[src/rtl/audio_capture_pkg.sv]
// Shared constants and state encoding for the line-in capture path.
`timescale 1ns/1ps
package audio_capture_pkg;

   // One buffer half is one SD block: 2^9 = 512 bytes.
   localparam int BUFFER_ADDR_BITS_DEF = 9;

   // PCM word width delivered by the codec ADC.
   localparam int SAMPLE_BITS  = 16;
   localparam int BIT_CNT_BITS = $clog2(SAMPLE_BITS);
   localparam logic [BIT_CNT_BITS-1:0] LAST_BIT = BIT_CNT_BITS'(SAMPLE_BITS - 1);

   typedef enum logic [2:0] {
      ST_IDLE,
      ST_ALIGN,
      ST_SKIP,
      ST_SHIFT,
      ST_WR_LO,
      ST_WR_HI
   } cap_state_e;

endpackage

[src/rtl/audio_capture_i2s_sync.sv]
// Brings BCLK, ADCLRCK and ADCDAT into the clk domain with equal delay and
// produces registered BCLK-rise and LRCK-rise/fall pulses plus a data copy
// aligned with those pulses.
`timescale 1ns/1ps
module audio_capture_i2s_sync (
   input  logic clk,
   input  logic rst,
   input  logic bclk_i,
   input  logic lrck_i,
   input  logic dat_i,
   output logic bclk_rise_o,
   output logic lrck_rise_o,
   output logic lrck_fall_o,
   output logic dat_o
);

   localparam int NUM_CH = 3;

   logic [NUM_CH-1:0] pin_w;
   logic [NUM_CH-1:0] sync_w;
   logic [1:0]        prev_q;
   logic              bclk_rise_q;
   logic              lrck_rise_q;
   logic              lrck_fall_q;
   logic              dat_q;

   // Channel order: 0 = BCLK, 1 = LRCK, 2 = DATA.
   assign pin_w = {dat_i, lrck_i, bclk_i};

   generate
      for (genvar gi = 0; gi < NUM_CH; gi++) begin : g_sync
         logic meta_q;
         logic sync_q;

         // Two-flop synchronizer for one codec line.
         always_ff @(posedge clk) begin
            if (rst) begin
               meta_q <= 1'b0;
               sync_q <= 1'b0;
            end else begin
               meta_q <= pin_w[gi];
               sync_q <= meta_q;
            end
         end

         assign sync_w[gi] = sync_q;
      end
   endgenerate

   // Edge register: pulses and data land in the same cycle, so the FSM can
   // sample DATA exactly when it sees the BCLK rise.
   always_ff @(posedge clk) begin
      if (rst) begin
         prev_q      <= 2'b00;
         bclk_rise_q <= 1'b0;
         lrck_rise_q <= 1'b0;
         lrck_fall_q <= 1'b0;
         dat_q       <= 1'b0;
      end else begin
         prev_q      <= sync_w[1:0];
         bclk_rise_q <= sync_w[0] & ~prev_q[0];
         lrck_rise_q <= sync_w[1] & ~prev_q[1];
         lrck_fall_q <= ~sync_w[1] & prev_q[1];
         dat_q       <= sync_w[2];
      end
   end

   assign bclk_rise_o = bclk_rise_q;
   assign lrck_rise_o = lrck_rise_q;
   assign lrck_fall_o = lrck_fall_q;
   assign dat_o       = dat_q;

endmodule

[src/rtl/audio_capture.sv]
// Line-in capture: deserializes 16-bit I2S ADC words and writes them as
// little-endian PCM bytes into the active half of a double buffer, handing
// each completed half to the consumer through a filled/drained handshake.
`timescale 1ns/1ps
module audio_capture
   import audio_capture_pkg::*;
#(
   parameter int BUFFER_ADDR_BITS = BUFFER_ADDR_BITS_DEF
) (
   input  logic                        clk,
   input  logic                        rst,
   input  logic                        enable_i,
   input  logic                        stereo_i,
   input  logic                        codec_bclk_i,
   input  logic                        codec_adclrck_i,
   input  logic                        codec_adcdat_i,
   output logic [BUFFER_ADDR_BITS-1:0] buffer_addr_o,
   output logic                        buffer_sel_o,
   output logic                        buffer_wren_o,
   output logic [7:0]                  buffer_data_o,
   output logic                        buffer_filled_o,
   input  logic                        buffer_drained_i,
   output logic                        overrun_o
);

   localparam logic [BUFFER_ADDR_BITS-1:0] ADDR_LAST = '1;

   logic bclk_rise_w;
   logic lrck_rise_w;
   logic lrck_fall_w;
   logic dat_w;
   logic wren_w;

   cap_state_e                  state_q,   state_d;
   logic                        stereo_q,  stereo_d;
   logic                        any_edge_q, any_edge_d;   // next word may start on either LRCK edge
   logic [BIT_CNT_BITS-1:0]     cnt_q,     cnt_d;
   logic [SAMPLE_BITS-1:0]      shift_q,   shift_d;
   logic [BUFFER_ADDR_BITS-1:0] addr_q,    addr_d;
   logic                        sel_q,     sel_d;
   logic                        filled_q,  filled_d;
   logic                        overrun_q, overrun_d;

   audio_capture_i2s_sync u_sync (
      .clk         (clk),
      .rst         (rst),
      .bclk_i      (codec_bclk_i),
      .lrck_i      (codec_adclrck_i),
      .dat_i       (codec_adcdat_i),
      .bclk_rise_o (bclk_rise_w),
      .lrck_rise_o (lrck_rise_w),
      .lrck_fall_o (lrck_fall_w),
      .dat_o       (dat_w)
   );

   // State and datapath registers; reset discards any partial sample.
   always_ff @(posedge clk) begin
      if (rst) begin
         state_q    <= ST_IDLE;
         stereo_q   <= 1'b0;
         any_edge_q <= 1'b0;
         cnt_q      <= '0;
         shift_q    <= '0;
         addr_q     <= '0;
         sel_q      <= 1'b0;
         filled_q   <= 1'b0;
         overrun_q  <= 1'b0;
      end else begin
         state_q    <= state_d;
         stereo_q   <= stereo_d;
         any_edge_q <= any_edge_d;
         cnt_q      <= cnt_d;
         shift_q    <= shift_d;
         addr_q     <= addr_d;
         sel_q      <= sel_d;
         filled_q   <= filled_d;
         overrun_q  <= overrun_d;
      end
   end

   // Next-state logic: word alignment, bit shifting, byte writes and the
   // half-buffer handover.
   always_comb begin
      state_d    = state_q;
      stereo_d   = stereo_q;
      any_edge_d = any_edge_q;
      cnt_d      = cnt_q;
      shift_d    = shift_q;
      addr_d     = addr_q;
      sel_d      = sel_q;
      filled_d   = filled_q;
      overrun_d  = overrun_q;
      wren_w     = 1'b0;

      case (state_q)
         ST_IDLE: begin
            if (enable_i) begin
               stereo_d   = stereo_i;
               any_edge_d = 1'b0;          // always restart on a left word
               state_d    = ST_ALIGN;
            end
         end
         ST_ALIGN: begin
            if (!enable_i) begin
               state_d = ST_IDLE;
            end else if (lrck_fall_w || (any_edge_q && lrck_rise_w)) begin
               state_d = ST_SKIP;
            end
         end
         ST_SKIP: begin
            // The first BCLK after the LRCK edge carries no data in I2S.
            if (!enable_i) begin
               state_d = ST_IDLE;
            end else if (bclk_rise_w) begin
               cnt_d   = '0;
               state_d = ST_SHIFT;
            end
         end
         ST_SHIFT: begin
            // A started word always completes, even if enable drops.
            if (bclk_rise_w) begin
               shift_d = {shift_q[SAMPLE_BITS-2:0], dat_w};
               cnt_d   = cnt_q + 1'b1;
               if (cnt_q == LAST_BIT) begin
                  state_d = ST_WR_LO;
               end
            end
         end
         ST_WR_LO: begin
            wren_w  = 1'b1;
            state_d = ST_WR_HI;
         end
         ST_WR_HI: begin
            wren_w = 1'b1;
            if (!enable_i) begin
               state_d = ST_IDLE;
            end else begin
               any_edge_d = stereo_q;      // mono skips the right word
               state_d    = ST_ALIGN;
            end
         end
         default: begin
            state_d = ST_IDLE;
         end
      endcase

      if (wren_w) begin
         addr_d = addr_q + 1'b1;           // wraps to 0 after the last byte
      end

      if (wren_w && (addr_q == ADDR_LAST)) begin
         if (!filled_q || buffer_drained_i) begin
            sel_d    = ~sel_q;
            filled_d = 1'b1;
         end else begin
            overrun_d = 1'b1;              // consumer late: keep writing this half
         end
      end else if (buffer_drained_i) begin
         filled_d = 1'b0;
      end
   end

   assign buffer_addr_o   = addr_q;
   assign buffer_sel_o    = sel_q;
   assign buffer_wren_o   = wren_w;
   assign buffer_data_o   = !wren_w ? 8'h00 :
                            (state_q == ST_WR_HI) ? shift_q[SAMPLE_BITS-1:8] : shift_q[7:0];
   assign buffer_filled_o = filled_q;
   assign overrun_o       = overrun_q;

endmodule
[config.mk]
export PLATFORM = sky130hd
export DESIGN_NAME = audio_capture
export DESIGN_NICKNAME = d
export VERILOG_FILES = /design/src/rtl/audio_capture_pkg.sv /design/src/rtl/audio_capture_i2s_sync.sv /design/src/rtl/audio_capture.sv
export SDC_FILE = /design/constraint.sdc
export NUM_CORES = 1
export LEC_CHECK = 0
export CAP_MARGIN = 40
export CORE_MARGIN = 2
export CORE_UTILIZATION = 66
export DETAILED_ROUTE_END_ITERATION = 8
export DONT_BUFFER_PORTS = 1
export GPL_TIMING_DRIVEN = 0
export PLACE_DENSITY_LB_ADDON = 0.2
export SETUP_SLACK_MARGIN = 0.05
export SLEW_MARGIN = 0
export SYNTH_ARGS = -nofsm -noshare
export SYNTH_HDL_FRONTEND = slang
export SYNTH_SLANG_ARGS = --single-unit
export TNS_END_PERCENT = 10
[constraint.sdc]
create_clock -name clk -period 3 [get_ports clk]
set_input_delay 0.6 -clock clk [delete_from_list [all_inputs] [get_ports clk]]
set_output_delay 0.6 -clock clk [all_outputs]
set_load 0.01 [all_outputs]
==> results.tsv, run 1 <==
metric	value	unit
Pwr per Cell Area	602	mW/mm^2
register bit total from synthesis	49	
type of destination of the critical path	primary output	
antenna violations before repair	0	
Num CTS Buffers	5	
worst vdd ir	0.000481	V
P_int	0.911	mW
Die W	59.5	microns
CP max FO	10	
fillers	244	
setup_tns	0	ns
CP required	2.40	ns
routed wl met3	145	microns
Psw	0.378	mW
WL/cell	13.5	microns
setup bufs post-CTS	0	
DRT Pass-1 Iters	4	
routed via count	1567	
Detailed Route Iter0 Violations	69	
GR Overflow Total	0	
clk sinks	49	
Setup Skew	0.0146	ns
switching share of power	29.3	%
Clock power frac	26.2	%
WL met2	1740	microns
Chip Height	59.5	microns
# DRC	0	
fin util	71.9	%
Mean Syn Cell Area	8.65	sq um
sequential cell fraction of total power	53.6	%
critical path's slowest cell	dfxtp_1	
top layer in use	met4	
Hold Path Class	input pin to flip-flop	
num ports	29	
Hold EP	u_sync.g_sync[0].meta_q$_SDFF_PP0_	
vias per inst	5.68	
Reg clk slew, reported paths	0.14	ns
core area	0.00298	sq mm
Startpoint Class	flip-flop	
commonest non-fill, non-tap cell in the layout	dfxtp_1	
Nets	253	
Final ANT Viol Nets	0	
Max stage delay on crit path	0.42	ns
r2r startpoint	state_q[0]$_SDFFE_PP0P_	
dpl ws	1.10	ns
sequential cell area	981	sq um
vias in the first global route	1356	
R2R Path End	shift_q[0]$_SDFFE_PP0P_	
Fin. Hold Viols	0	
starting density of the core	68.2	%
CTS H-tree lvls	2	
post_cts resized	0	
Final Worst Setup Slack	0.689	ns
Ys Warns	0	
combinational power share	20.2	%
critical path class	flip-flop to primary output	
Setup-failing EPs final	0	
Worst R2R Path Depth	5	
normalized max-slew margin	67.3	%
placer congestion estimate	0.795	
area of the die	0.00354	sq mm
RSZ-0062 raised after global routing	false	
Post-Route M1 WL	1760	microns
Hold Crit Depth	1	
status	complete, no violations	
# diodes	0	
Main synth FF type	dfxtp_1	
R2R setup slack	1.36	ns
mapped cell area	0.00203	sq mm
largest net degree at the start of global routing	17	
Root Buffer	clkbuf_4	
Final Cycle Share	77.0	%
CTS tree	built	
multi-input logic area	970	sq um
Buf/Inv on CP	2	
Syn Nets	246	
library cells used by synthesis	42	
Tmin final	2.31	ns
Clock Latency Late Sink	0.37	ns
DRT Wirelength	3720	microns
maximum clock rate	433	MHz
hold path startpoint	codec_bclk_i	
Slew @ Worst Pin	0.491	ns
max cap viols	0	
Post-CTS Hold Fix Bufs	0	
Clock Tree Buf Depth	2	
DP HPWL	2550	microns
# rows	20	
# port buffers	0	
sequential area share after synthesis	48.3	%
first-pass GRT wire length	6010	microns
P&R area growth vs syn	5.42	%
Total Routing Usage GR	22.7	%
Leak	0.750	nW
number of synthesized flops with an enable pin	0	
Max Slew Vio Count	0	
CP top delay family	buffers and inverters	
CP Data Arrival Time	1.71	ns
layout cells sized above 1	7.82	%
asr flop ratio synth	0	%
worst path cell trace	buf_2 -> buf_2 -> mux2i_1 -> nor2_1	
Syn Inst Count	235	
CP dominant cell by count	buf_2	
commonest non-fill, non-tap cells in the layout	49 x dfxtp_1, 41 x nand2_1, 25 x nor2_1	
[state kept, by name, indices dropped and copies added (netlist names)]
register              cells
shift_q                  16
buffer_addr_o             9
cnt_q                     4
state_q                   3
u_sync.g_sync.meta_q      3
u_sync.g_sync.sync_q      3
u_sync.prev_q             2
any_edge_q                1
buffer_filled_o           1
buffer_sel_o              1
overrun_o                 1
stereo_q                  1
u_sync.bclk_rise_o        1
u_sync.dat_o              1
u_sync.lrck_fall_o        1
u_sync.lrck_rise_o        1
[metrics by stage]
stage / instances / instance area, sq um / hold slack [ns] / power (mW)
global route: 276 / 2140 / 0.333 / 1.35
global placement: 268 / 2070 / 0.371 / 0.961
CTS: 276 / 2140 / 0.344 / 1.29
finish: 276 / 2140 / 0.352 / 1.29
floorplan: 235 / 2030 / 0.367 / 0.919
detailed placement: 268 / 2070 / 0.388 / 0.962
[Yosys cell counts (all sizes together), types with 2 or more instances]
| master | count | area [sq um] |
|---|---|---|
| inv | 2 | 7.50 |
| buf | 8 | 47.5 |
| o21ai | 3 | 15.0 |
| nor2b | 11 | 68.8 |
| nor3b | 2 | 15.0 |
| xor2 | 5 | 43.8 |
| nand4 | 4 | 25.0 |
| nand4b | 2 | 17.5 |
| xnor2 | 4 | 35.0 |
| clkbuf | 7 | 26.3 |
| dfxtp | 49 | 981 |
| a21oi | 24 | 120 |
| nand2 | 41 | 154 |
| or3 | 3 | 23.8 |
| nand2b | 5 | 31.3 |
| nand3b | 3 | 22.5 |
| nor3 | 4 | 25.0 |
| and3 | 2 | 12.5 |
| o21a | 2 | 15.0 |
| nand3 | 4 | 20.0 |
| mux2i | 9 | 90.1 |
| ha | 3 | 37.5 |
| nor2 | 25 | 93.8 |
[per-layer routing]
layer  GRT usage, %  up-vias
met5              0        -
met4           10.4        0
met3           5.68        7
met2           34.1       35
met1           30.6      719
li1               -      806
[worst register-to-register path, stage by stage (launching register included)]
cell	delay, ns
dfxtp_1	0.42
buf_2	0.24
nand4b_1	0.35
clkbuf_1	0.32
nand2_1	0.13
a21oi_1	0.07
[how the worst max path moves through the flow]
stage                            startpoint          endpoint  slack (ns)  depth (start not counted)
global route        state_q[0]$_SDFFE_PP0P_  buffer_data_o[2]        0.57                          4
floorplan           state_q[0]$_SDFFE_PP0P_  buffer_data_o[0]        1.32                          4
global placement    state_q[0]$_SDFFE_PP0P_  buffer_data_o[2]        1.12                          4
finish              state_q[0]$_SDFFE_PP0P_  buffer_data_o[2]        0.69                          4
detailed placement  state_q[0]$_SDFFE_PP0P_  buffer_data_o[2]        1.10                          4
CTS                 state_q[0]$_SDFFE_PP0P_  buffer_data_o[2]        0.68                          4
[area by class of cell]
cell class	instances	area share, %
Inverter	2	0.350
Buffer	15	3.45
Multi-Input combinational cell	169	45.3
Sequential cell	49	45.8
Tap cell	33	1.93
Clock inverter	2	0.818
Clock buffer	6	2.39
[power groups by stage]
stage               registers (mW)  logic (mW)  clock network, mW
global placement             0.704       0.257                  0
detailed placement           0.705       0.257                  0
finish                       0.691       0.261              0.338
floorplan                    0.700       0.218                  0
global route                 0.695       0.288              0.366
CTS                          0.690       0.259              0.340
[cells by family (layout without fill, tap and decap cells)]
logic type      count (synthesis)  count (layout)  synth area share, %
buf+inv                        17              25                 4.00
mux                             9               9                 4.43
xor+xnor                        9               9                 3.88
flops                          49              49                 48.3
fa+ha+maj                       3               3                 1.85
compound gates                 39              39                 11.5
simple gates                  109             109                 26.0
Note: power is estimated with default switching activity, not from simulation.
==> run 2, diff against run 1 <==
- CORE_UTILIZATION: 66 -> 55
- clock period: 3 -> 2.1 ns (I/O delays scaled with it)
==> run 2 against run 1 <==
Compared with the run above: count of clock-buffer cells in the layout decreased by 1; sequential cell count unchanged; clock power rose by 72%; sequential power up 43%; non-clock buffer count is the same; total power is 52% higher; worst hold slack lost 0.12 ns; clock skew decreased by 0.010 ns; die area grew 19%; critical path depth grew 1; wire length rose by 8.1%; critical path type unchanged; highest routed layer unchanged.
==> results.tsv, run 2 (synthesized netlist as in run 1, its figures left out) <==
metric	value	unit
maximum clock rate	517	MHz
Max Slew Vio Count	0	
# port buffers	0	
Final ANT Viol Nets	0	
area of the die	0.00420	sq mm
Final Cycle Share	92.1	%
CTS tree	built	
CP Data Arrival Time	1.51	ns
Post-CTS Hold Fix Bufs	0	
layout cells sized above 1	8.23	%
status	complete, no violations	
DRT Pass-1 Iters	4	
antenna violations before repair	0	
Reg clk slew, reported paths	0.09	ns
P_int	1.39	mW
Psw	0.579	mW
P&R area growth vs syn	8.00	%
Root Buffer	clkbuf_8	
worst hold slack	0.234	ns
# rows	22	
commonest non-fill, non-tap cells in the layout	48 x dfxtp_1, 41 x nand2_1, 25 x nor2_1	
Hold Path Class	input pin to flip-flop	
starting density of the core	56.3	%
max FFs per register	16	
vias in the first global route	1419	
DRT Wirelength	4020	microns
CP required	1.68	ns
Final Worst Setup Slack	0.166	ns
Tmin final	1.93	ns
Detailed Route Iter0 Violations	54	
CTS H-tree lvls	2	
Chip Height	64.8	microns
dpl ws	0.373	ns
DP HPWL	2640	microns
RSZ-0062 raised after global routing	false	
normalized max-slew margin	62.9	%
Total Routing Usage GR	20.2	%
first-pass GRT wire length	6480	microns
placer congestion estimate	0.784	
Fin. Hold Viols	0	
fin util	60.9	%
Nets	253	
WL/cell	13.8	microns
final instance area	0.00219	sq mm
type of destination of the critical path	primary output	
routed via count	1567	
Pwr per Cell Area	895	mW/mm^2
GR Overflow Total	0	
commonest non-fill, non-tap cell in the layout	dfxtp_1	
clk sinks	49	
critical path class	flip-flop to primary output	
Clock power frac	29.6	%
switching share of power	29.5	%
largest net degree at the start of global routing	18	
Clock Latency Late Sink	0.31	ns
Leak	0.759	nW
Startpoint Class	flip-flop	
core area	0.00361	sq mm
Slew @ Worst Pin	0.556	ns
worst vdd ir	0.000669	V
vias per inst	5.38	
sequential cell fraction of total power	50.3	%
setup_tns	0	ns
Die W	64.8	microns
setup bufs post-CTS	0	
combinational power share	20.1	%
Setup-failing EPs final	0	
num ports	29	
Num CTS Buffers	5	
# DRC	0	
Clock Tree Buf Depth	2	
Placed Instance Area	0.00209	sq mm
Setup Skew	0.00431	ns
Biggest register	shift_q	
CP max FO	10	
max cap viols	0	
# diodes	0	
==> run 2: changes by cell type in the layout (fill, tap and decap cells not counted) <==
cell	before	now
clkinvlp_4	0	1
dfxtp_1	49	48
clkbuf_8	1	5
buf_4	1	2
clkbuf_4	5	2
clkinv_4	1	0
buf_2	5	2
dfxtp_2	0	1
inv_6	1	2
==> run 2: layout make-up <==
type | count | area [sq um]
Clock buffer | 5 | 68.8
Tap cell | 48 | 60.1
Buffer | 15 | 81.3
Inverter | 2 | 7.51
Fill cell | 340 | 1410
Sequential cell | 49 | 982
Multi-Input combinational cell | 169 | 970
Clock inverter | 3 | 25.0
==> run 2: timing repair <==
item	CTS	global route
endpoints found under the setup margin	1	8
pin swaps	0	0
gates resized for setup	1	3
==> run 2: final timing paths <==
check / cells after the start / end / slack (ns) / start
worst min register to register: 1 / u_sync.bclk_rise_o$_SDFF_PP0_ / 0.39 / u_sync.prev_q[0]$_SDFF_PP0_
worst max register to register: 5 / shift_q[9]$_SDFFE_PP0P_ / 0.47 / u_sync.bclk_rise_o$_SDFF_PP0_
worst min-delay path: 1 / u_sync.g_sync[1].meta_q$_SDFF_PP0_ / 0.23 / codec_adclrck_i
worst max-delay path: 5 / buffer_data_o[2] / 0.17 / state_q[2]$_SDFFE_PP0P_
==> run 2: metrics by stage <==
stage               instances  total power [mW]
detailed placement        283              1.38
floorplan                 235              1.31
global placement          283              1.38
global route              291              2.05
CTS                       291              1.97
finish                    291              1.96
==> run 2: routing by layer <==
layer  vias up  wire length [microns]  global-route usage [%]
met5         -                      0                       0
met4         0                     48                    6.38
met2        31                   1910                    32.5
li1        801                      -                       -
met1       729                   1860                    25.5
met3         6                    192                    6.77
==> run 2: power groups by stage <==
| stage | sequential, mW | combinational, mW | clock [mW] |
|---|---|---|---|
| 2_1_floorplan | 1.00 | 0.312 | 0 |
| 3_3_place_gp | 1.01 | 0.368 | 0 |
| 3_5_place_dp | 1.01 | 0.371 | 0 |
| 4_1_cts | 0.986 | 0.385 | 0.600 |
| 5_1_grt | 0.993 | 0.421 | 0.639 |
| 6_report | 0.988 | 0.394 | 0.582 |
==> run 2: worst max-delay path, cell delays in order, from the launching register on <==
cell	delay, ns
dfxtp_1	0.32
buf_4	0.16
nand2b_1	0.07
clkbuf_1	0.26
clkbuf_4	0.30
nor2_1	0.11
==> run 3, diff against run 2 <==
--- a/config.mk
+++ b/config.mk
@@ -17,4 +17,5 @@
 export SYNTH_ARGS = -nofsm -noshare
 export SYNTH_HDL_FRONTEND = slang
+export SYNTH_HIERARCHICAL = 1
 export SYNTH_SLANG_ARGS = --single-unit
 export TNS_END_PERCENT = 10
==> constraint.sdc (replaced) <==
create_clock -name clk -period 2.1 [get_ports clk]
set_input_delay 0.42 -clock clk [delete_from_list [all_inputs] [get_ports clk]]
set_output_delay 0.42 -clock clk [all_outputs]
set_load 0.005 [all_outputs]
==> run 3 against run 2 <==
Compared with the run above: largest power group unchanged; first-iteration DRC count is 89% higher; register-to-register slack worse by 0.06 ns; utilization is 0.78 points higher; fmax is 2.2% higher; non-clock buffer count is 1 lower; worst hold slack worse by 0.057 ns; global-route usage is 0.15 points higher; final area is 2.1% higher; synthesized cell count is 0.43% lower.
==> results.tsv, run 3 <==
metric	value	unit
adder-cell share of the synthesized area	1.82	%
# DRC	0	
worst path cell trace	buf_2 -> buf_4 -> mux2i_1 -> nor2_1	
sequential cell area	981	sq um
Clock Latency Late Sink	0.30	ns
normalized max-slew margin	65.5	%
critical path class	flip-flop to primary output	
Root Buffer	clkbuf_8	
CP required	1.68	ns
Main synth FF type	dfxtp_1	
Chip Height	65.2	microns
Biggest register	shift_q	
Total Routing Usage GR	20.3	%
Pwr per Cell Area	762	mW/mm^2
Num CTS Buffers	5	
GR peak layer	met2	
status	complete, no violations	
most frequent cell after synthesis	dfxtp_1	
routed via count	1629	
antenna violations before repair	0	
GR Util met3	6.51	%
DRT Wirelength	3880	microns
Post-CTS Hold Fix Bufs	0	
commonest non-fill, non-tap cell in the layout	dfxtp_1	
CP Data Arrival Time	1.47	ns
mux contribution to synthesized area	4.38	%
multi-input logic area	993	sq um
Setup-failing EPs final	0	
Synth Area in XOR/XNOR	0.852	%
Leak	0.757	nW
max cap viols	0	
vias per inst	5.62	
vias in the first global route	1517	
Reg clk slew, reported paths	0.09	ns
Die W	65.2	microns
Synth top area share	47.7	%
WL/cell	13.4	microns
Final Cycle Share	90.2	%
worst vdd ir	0.000432	V
mapped cell area	0.00206	sq mm
Final ANT Viol Nets	0	
P&R area growth vs syn	8.88	%
placer congestion estimate	0.769	
area leader, netlist	dfxtp_1	
sequential area share after synthesis	47.7	%
Simple-Gate Fraction of Synth Area	26.9	%
Buf/Inv on CP	2	
starting density of the core	56.6	%
Syn Inst Count	234	
Slew @ Worst Pin	0.518	ns
asr flop ratio synth	0	%
layout cells sized above 1	9.50	%
clk sinks	49	
core area	0.00363	sq mm
maximum clock rate	528	MHz
register bit total from synthesis	49	
# port buffers	0	
CTS tree	built	
final instance area	0.00224	sq mm
top post-synthesis cells by count	49 x dfxtp_1, 37 x nand2_1, 31 x a21oi_1, 16 x nor2_1, 12 x nor2b_1	
CP top delay family	buffers and inverters	
Ys Warns	6	
# rows	22	
R2R setup slack	0.41	ns
Hold Path Class	input pin to flip-flop	
Max stage delay on crit path	0.40	ns
GR Overflow Total	0	
Clock Tree Buf Depth	2	
CP max FO	10	
DRT Pass-1 Iters	4	
Tmin final	1.89	ns
Detailed Route Iter0 Violations	102	
Setup Skew	0.00662	ns
library cells used by synthesis	35	
commonest non-fill, non-tap cells in the layout	49 x dfxtp_1, 37 x nand2_1, 31 x a21oi_1	
num ports	29	
largest net degree at the start of global routing	16	
Synth Area in Compound Gates	14.4	%
first-pass GRT wire length	6730	microns
type of destination of the critical path	primary output	
Startpoint Class	flip-flop	
met2 Usage GRT	33.2	%
Placed Instance Area	0.00212	sq mm
Max Slew Vio Count	0	
CTS H-tree lvls	2	
largest family of logic cells by synthesized area	simple AND/OR/NAND/NOR gates	
Fin. Hold Viols	0	
synth top area cells	dfxtp_1 48%, a21oi_1 7.5%, nand2_1 6.8%, mux2i_1 4.4%, nor2b_1 3.6%	
Mean Syn Cell Area	8.79	sq um
max FFs per register	16	
setup_tns	0	ns
# diodes	0	
Nets	252	
met1 GRT Util	25.5	%
number of synthesized flops with an enable pin	0	
fillers	350	
Syn Nets	245	
DP HPWL	2680	microns
RSZ-0062 raised after global routing	false	
area of the die	0.00425	sq mm
critical path's slowest cell	dfxtp_1	
run 3: path summary, 6_finish.rpt:
path                                   end                          start  depth (start not counted)
min reg2reg  u_sync/bclk_rise_o$_SDFF_PP0_    u_sync/prev_q[0]$_SDFF_PP0_                          1
min            u_sync/prev_q[1]$_SDFF_PP0_                            rst                          1
max                       buffer_data_o[7]        state_q[0]$_SDFFE_PP0P_                          4
max reg2reg      buffer_sel_o$_SDFFE_PP0P_  buffer_addr_o[0]$_SDFFE_PP0P_                          7
run 3: cell families after synthesis:
logic type               after synthesis
AND/OR/NAND/NOR                      102
AO/OA/AOI/OAI                         52
flip-flops                            49
buffers and inverters                 17
multiplexers                           9
adder cells (fa/ha/maj)                3
XOR/XNOR                               2
run 3: what timing repair did:
item,in CTS,in global routing
endpoints found under the setup margin,0,8
resized for setup,0,2
buffers inserted,0,0
run 3: routing by layer:
layer  part of all wire (%)  wire [microns]
met3                    3.8             149
met5                      0               0
met4                    1.6              63
met1                     47            1810
met2                     48            1860
run 3: power breakdown:
group | total (mW) | internal (mW) | switching (mW) | leakage (nW)
combinational | 0.0612 | 0.0251 | 0.0361 | 0.303
clock | 0.701 | 0.387 | 0.313 | 0.0574
sequential | 0.945 | 0.939 | 0.00551 | 0.397
run 3: final cells by class:
type	instances	share of cell area [%]
buffer	14	3.30
clock buffer	6	3.69
clock inverter	2	1.68
inverter	3	0.503
sequential	49	43.8
tap	48	2.68
multi-input combinational	168	44.4
run 3: through the flow:
step	std cells	util, %	power (mW)	worst slack [ns]	hold WS (ns)
after floorplan	234	-	1.01	0.628	0.390
after global placement	282	58.3	1.03	0.455	0.393
after detailed placement	282	58.3	1.03	0.453	0.399
after CTS	290	61.6	1.73	0.106	0.168
after global routing	290	61.6	1.78	0.0606	0.160
final	290	61.6	1.71	0.207	0.177
